[config.mk]
export PLATFORM = sky130hd
export DESIGN_NAME = keyframe_serializer
export DESIGN_NICKNAME = d
export VERILOG_FILES = /design/src/rtl/keyframe_pkg.sv /design/src/rtl/keyframe_serializer.sv
export SDC_FILE = /design/constraint.sdc
export NUM_CORES = 1
export LEC_CHECK = 0
export ABC_AREA = 1
export ABC_CLOCK_PERIOD_IN_PS = 3860
export BUFFER_PORTS_ARGS = -buffer_cell sky130_fd_sc_hd__buf_4
export CORE_MARGIN = 1.5
export CORE_UTILIZATION = 60
export DETAILED_ROUTE_END_ITERATION = 16
export PLACE_DENSITY = 0.91
export SYNTH_ARGS = -nofsm -noshare
export SYNTH_HDL_FRONTEND = slang
export SYNTH_SLANG_ARGS = --single-unit
export TNS_END_PERCENT = 1
[constraint.sdc]
create_clock -name clk -period 3.86 [get_ports clk]
set_input_delay 0.772 -clock clk [delete_from_list [all_inputs] [get_ports clk]]
set_output_delay 0.772 -clock clk [all_outputs]
set_load 0.05 [all_outputs]
[src/rtl/keyframe_pkg.sv]
// Shared definitions for the keyframe serializer and the keyframe store writer:
// field widths, the warm-up length and the serializer state encoding.
package keyframe_pkg;

   localparam int KEY_W       = 64;
   localparam int FRAME_W     = 22;
   localparam int KEYFRAME_W  = KEY_W + FRAME_W;
   localparam int WARM_CYCLES = 100;

   typedef enum logic [2:0] {
      IDLE,
      KEY,
      FRAME,
      WARM,
      DONE
   } state_t;

endpackage

[src/rtl/keyframe_serializer.sv]
// Serializes a snapshot of {frame, key} LSB first into a downstream LFSR loader
// under a valid/ready handshake, then pulses done.
// Optional warm-up: define KEYFRAME_SERIALIZER_WARMUP_EN to add a WARM state that
// strobes mix_valid for WARM_CYCLES cycles after the last bit; otherwise mix_valid
// is tied low and FRAME goes straight to DONE.
module keyframe_serializer #(
   parameter int KEY_W       = keyframe_pkg::KEY_W,
   parameter int FRAME_W     = keyframe_pkg::FRAME_W,
   parameter int WARM_CYCLES = keyframe_pkg::WARM_CYCLES
) (
   input  logic                       clk,
   input  logic                       reset,
   input  logic                       start,
   input  logic [KEY_W+FRAME_W-1:0]   keyframe_in,
   input  logic                       bit_ready,
   output logic                       bit_out,
   output logic                       bit_valid,
   output logic                       frame_phase,
   output logic                       mix_valid,
   output logic                       busy,
   output logic                       done
);

   import keyframe_pkg::*;

   localparam int KF_W   = KEY_W + FRAME_W;
   // The counter covers both the bit index and the warm-up length, so it never wraps.
   localparam int CNT_W  = $clog2((KF_W > WARM_CYCLES) ? KF_W : WARM_CYCLES);
   localparam logic [CNT_W-1:0] KEY_LAST   = CNT_W'(KEY_W - 1);
   localparam logic [CNT_W-1:0] FRAME_LAST = CNT_W'(KF_W - 1);
`ifdef KEYFRAME_SERIALIZER_WARMUP_EN
   localparam logic [CNT_W-1:0] WARM_LAST  = CNT_W'(WARM_CYCLES - 1);
`endif

   state_t           state;
   logic [CNT_W-1:0] cnt;
   logic [KF_W-1:0]  shreg;
   logic [KF_W-1:0]  shreg_shifted;

   // The current bit is always the LSB of the snapshot; it only moves on a transfer.
   assign bit_out       = shreg[0];
   assign shreg_shifted = {1'b0, shreg[KF_W-1:1]};

`ifndef KEYFRAME_SERIALIZER_WARMUP_EN
   assign mix_valid = 1'b0;
`endif

   // Sequencer: state, bit counter, shift register and all registered flags.
   always_ff @(posedge clk) begin
      // NOTE: reset is sampled on the clock edge only; the shift register is an
      // ordinary register (not a memory), so it is cleared here as well.
      if (reset) begin
         state       <= IDLE;
         cnt         <= '0;
         shreg       <= '0;
         bit_valid   <= 1'b0;
         frame_phase <= 1'b0;
         busy        <= 1'b0;
         done        <= 1'b0;
`ifdef KEYFRAME_SERIALIZER_WARMUP_EN
         mix_valid   <= 1'b0;
`endif
      end else begin
         // NOTE: non-blocking assignments throughout, so every branch reads the
         // pre-edge values of state, cnt and shreg.
         case (state)
            IDLE: begin
               if (start) begin
                  shreg     <= keyframe_in;
                  cnt       <= '0;
                  bit_valid <= 1'b1;
                  busy      <= 1'b1;
                  state     <= KEY;
               end
            end

            KEY: begin
               if (bit_ready) begin
                  shreg <= shreg_shifted;
                  cnt   <= cnt + CNT_W'(1);
                  if (cnt == KEY_LAST) begin
                     frame_phase <= 1'b1;
                     state       <= FRAME;
                  end
               end
            end

            FRAME: begin
               if (bit_ready) begin
                  shreg <= shreg_shifted;
                  if (cnt == FRAME_LAST) begin
                     bit_valid   <= 1'b0;
                     frame_phase <= 1'b0;
`ifdef KEYFRAME_SERIALIZER_WARMUP_EN
                     cnt         <= '0;
                     mix_valid   <= 1'b1;
                     state       <= WARM;
`else
                     done        <= 1'b1;
                     state       <= DONE;
`endif
                  end else begin
                     cnt <= cnt + CNT_W'(1);
                  end
               end
            end

`ifdef KEYFRAME_SERIALIZER_WARMUP_EN
            WARM: begin
               if (cnt == WARM_LAST) begin
                  mix_valid <= 1'b0;
                  done      <= 1'b1;
                  state     <= DONE;
               end else begin
                  cnt <= cnt + CNT_W'(1);
               end
            end
`endif

            DONE: begin
               done  <= 1'b0;
               busy  <= 1'b0;
               state <= IDLE;
            end

            default: begin
               state <= IDLE;
            end
         endcase
      end
   end

endmodule

==> PnR_summary.wiki <==
{| class="wikitable"
! Metric !! Value
|-
| Share of total power consumed by net switching || 0.343
|-
| Via Count || 4541
|-
| Status || complete, no violations
|-
| WP data arrival || 2.51 ns
|-
| Mapped Cells || 698
|-
| Startpoint kind of the worst setup timing path || register
|-
| Storage cell area || 2000 um2
|-
| Total core area || 8180 um2
|-
| Final cycle utilization of the critical path || 0.570
|-
| Fin crit period || 2.20 ns
|-
| CTS resizes || 0
|-
| Effective utilization at floorplan || 0.618
|-
| Number of hold violations in the final report || 0
|-
| Maximum net fanout on the critical path || 73
|-
| DRC viols || 0
|-
| Worst-path clk slew || 0.09 ns
|-
| Non-filler cells in the finished layout || 868
|-
| Routed len/inst || 11.9 um
|-
| Final HPWL DP || 7.00 mm
|-
| Clock sink total || 100
|-
| Clock network power share || 0.243
|-
| Total placed cells including tap cells || 852
|-
| Total nets after synthesis || 790
|-
| Rel. slew slack || 0.510
|-
| Netlist area before placement || 5050 um2
|-
| Global-route wire length before repair || 16.9 mm
|-
| Main synth FF type || sky130_fd_sc_hd__dfxtp_1
|-
| Post-layout net count || 850
|-
| Achievable frequency || 0.455 GHz
|-
| Transition time at the pin with the least slew margin || 0.734 ns
|-
| Buffer count from post-CTS setup fixing || 0
|-
| Yosys synthesis warning count || 0
|-
| Count of different cell masters after synthesis || 25
|-
| Net switching power || 1.05 mW
|-
| Async S/R FF share, synth || 0
|-
| Data required time of the worst path || 4.17 ns
|-
| Synthesis-stage register bit count || 100
|-
| Total iterations of the first detailed-routing run || 5
|-
| Die outline area || 8980 um2
|-
| Placer Congestion || 0.782
|-
| Kind of capture point of the worst setup path || register
|-
| Maximum Capacitance Violations || 0
|-
| Internal power summed over all cells || 2.01 mW
|-
| Count of fill cells added during filler insertion || 648
|-
| Tot GR Track Use || 0.238
|-
| Overflow after GRT || 0
|-
| Most frequent cells in the layout || sky130_fd_sc_hd__nand2_1 (128), sky130_fd_sc_hd__inv_1 (105), sky130_fd_sc_hd__dfxtp_1 (100)
|-
| Maximum resistive drop on vdd || 0.287 mV
|-
| Area of combinational cells with multiple inputs || 2290 um2
|-
| Area added between synthesis and finish || 14.9%
|-
| Relative contribution of combinational cells to total power || 0.331
|-
| Final setup TNS || 0 ns
|-
| Die span in y || 94.8 um
|-
| ANT nets after route || 0
|-
| Count of H-tree levels built during CTS || 3
|-
| Number of buffers created by CTS || 9
|-
| Source-to-sink clock delay at the later pin of the worst-skew pair || 0.37 ns
|-
| Sequential power share || 0.426
|-
| Mean number of vias per cell || 5.23
|-
| Setup repair after global routing missed its margin || false
|-
| IO buf count || 94
|-
| Number of hold buffers added after CTS || 0
|-
| Syn_area_per_cell || 7.24 um2
|-
| Die X || 94.8 um
|-
| Ports placed on the boundary || 96
|-
| Leakage || 2.61 nW
|-
| Pwr/cell area || 527 nW/um2
|-
| Final number of setup-violating endpoints || 0
|-
| Worst hold path class || register to register
|-
| Number of antenna violations at the first check in global routing || 0
|-
| Number of pins with negative max-slew slack in the final report || 0
|-
| EDFF count, synth || 0
|-
| Post-layout power || 3.06 mW
|-
| Layout cell share with drive strength beyond 1 || 0.157
|-
| Clock buffer depth || 2
|-
| Total Wirelength || 10.3 mm
|-
| Clock root buffer || sky130_fd_sc_hd__clkbuf_8
|-
| Number of global-route vias before repair || 4209
|-
| Maximum number of pins on one net before global-route repair || 92
|-
| Violation count after the first detailed-routing iteration || 212
|-
| Most common cell after layout, fill and taps aside || sky130_fd_sc_hd__nand2_1
|-
| Crit Path Category || register to register
|-
| TritonCTS clock tree || yes
|-
| Sequential fraction of the synthesis area || 0.396
|-
| Count of antenna diodes in the layout || 0
|-
| Layout Skew || 0.0139 ns
|-
| Core Rows || 33
|}
==> synthesized netlist by cell type (all sizes together), types with 8 or more instances <==
library cell,number,area (um2)
nand3,8,40.0
nor2,22,87.6
nand2,129,487
a21oi,97,485
o21a,85,638
buf,38,322
inv,106,398
dfxtp,100,2000
o21ai,91,455
clkbuf,12,52.6
==> through the flow <==
| step | area [um2] | util | setup WS (ns) | hold slack [ns] |
|---|---|---|---|---|
| after floorplan | 5050 | - | 2.21 | 0.425 |
| after global placement | 5580 | 0.683 | 1.43 | 0.438 |
| after detailed placement | 5580 | 0.683 | 1.36 | 0.443 |
| after CTS | 5810 | 0.710 | 1.67 | 0.456 |
| after global routing | 5810 | 0.710 | 1.40 | 0.489 |
| final | 5810 | 0.710 | 1.66 | 0.453 |
==> power groups by stage <==
stage | sequential (mW) | combinational (mW) | clock [mW]
after CTS | 1.30 | 1.02 | 0.755
after global placement | 1.32 | 0.956 | 0
final | 1.31 | 1.01 | 0.744
after global routing | 1.32 | 1.16 | 0.792
after floorplan | 1.34 | 0.876 | 0
after detailed placement | 1.33 | 1.01 | 0
==> kinds of logic after synthesis <==
family,share of synthesized area
AOI/OAI and AO/OA,0.312
xor gates and xnor gates,0.00520
adders and majority gates,0.00495
buffers and inverters,0.153
DFF,0.396
other,0.000742
and+or+nand+nor,0.128
==> routing by layer <==
| layer | track usage | up-vias | part of all wire |
|---|---|---|---|
| met4 | 0.0908 | 0 | 0.019 |
| met5 | 0 | - | 0 |
| li1 | - | 2368 | - |
| met2 | 0.457 | 97 | 0.51 |
| met3 | 0.0435 | 21 | 0.043 |
| met1 | 0.253 | 2055 | 0.42 |
==> registers in the layout (all words and copies together), names as in the netlist <==
| signal | cells |
|---|---|
| shreg | 86 |
| cnt | 7 |
| state | 3 |
| bit_valid | 1 |
| busy | 1 |
| done | 1 |
| frame_phase | 1 |
==> final timing paths <==
path            start         to  slack (ns)  depth (start not counted)
max          state[1]  shreg[80]        1.66                          7
min              done       done        0.45                          2
max reg2reg  state[1]  shreg[80]        1.66                          7
min reg2reg      done       done        0.45                          2
==> critical path, stage by stage, from the launching register on <==
cell and delay, ns:
sky130_fd_sc_hd__dfxtp_1 0.37, sky130_fd_sc_hd__nor2_2 0.18, sky130_fd_sc_hd__nand2_1 0.11, sky130_fd_sc_hd__nand2_1 0.11, sky130_fd_sc_hd__nand3_4 0.55, sky130_fd_sc_hd__buf_4 0.49, sky130_fd_sc_hd__a21oi_1 0.18, sky130_fd_sc_hd__o21a_1 0.15
==> cell type report <==
| cell class | count | share of cell area |
|---|---|---|
| Multi-Input combinational cell | 442 | 0.395 |
| Sequential cell | 100 | 0.345 |
| Timing Repair Buffer | 99 | 0.130 |
| Inverter | 106 | 0.0689 |
| Clock buffer | 11 | 0.0243 |
| Tap cell | 105 | 0.0226 |
| Clock inverter | 5 | 0.0146 |
No activity file was read; power rests on OpenSTA's default activity.
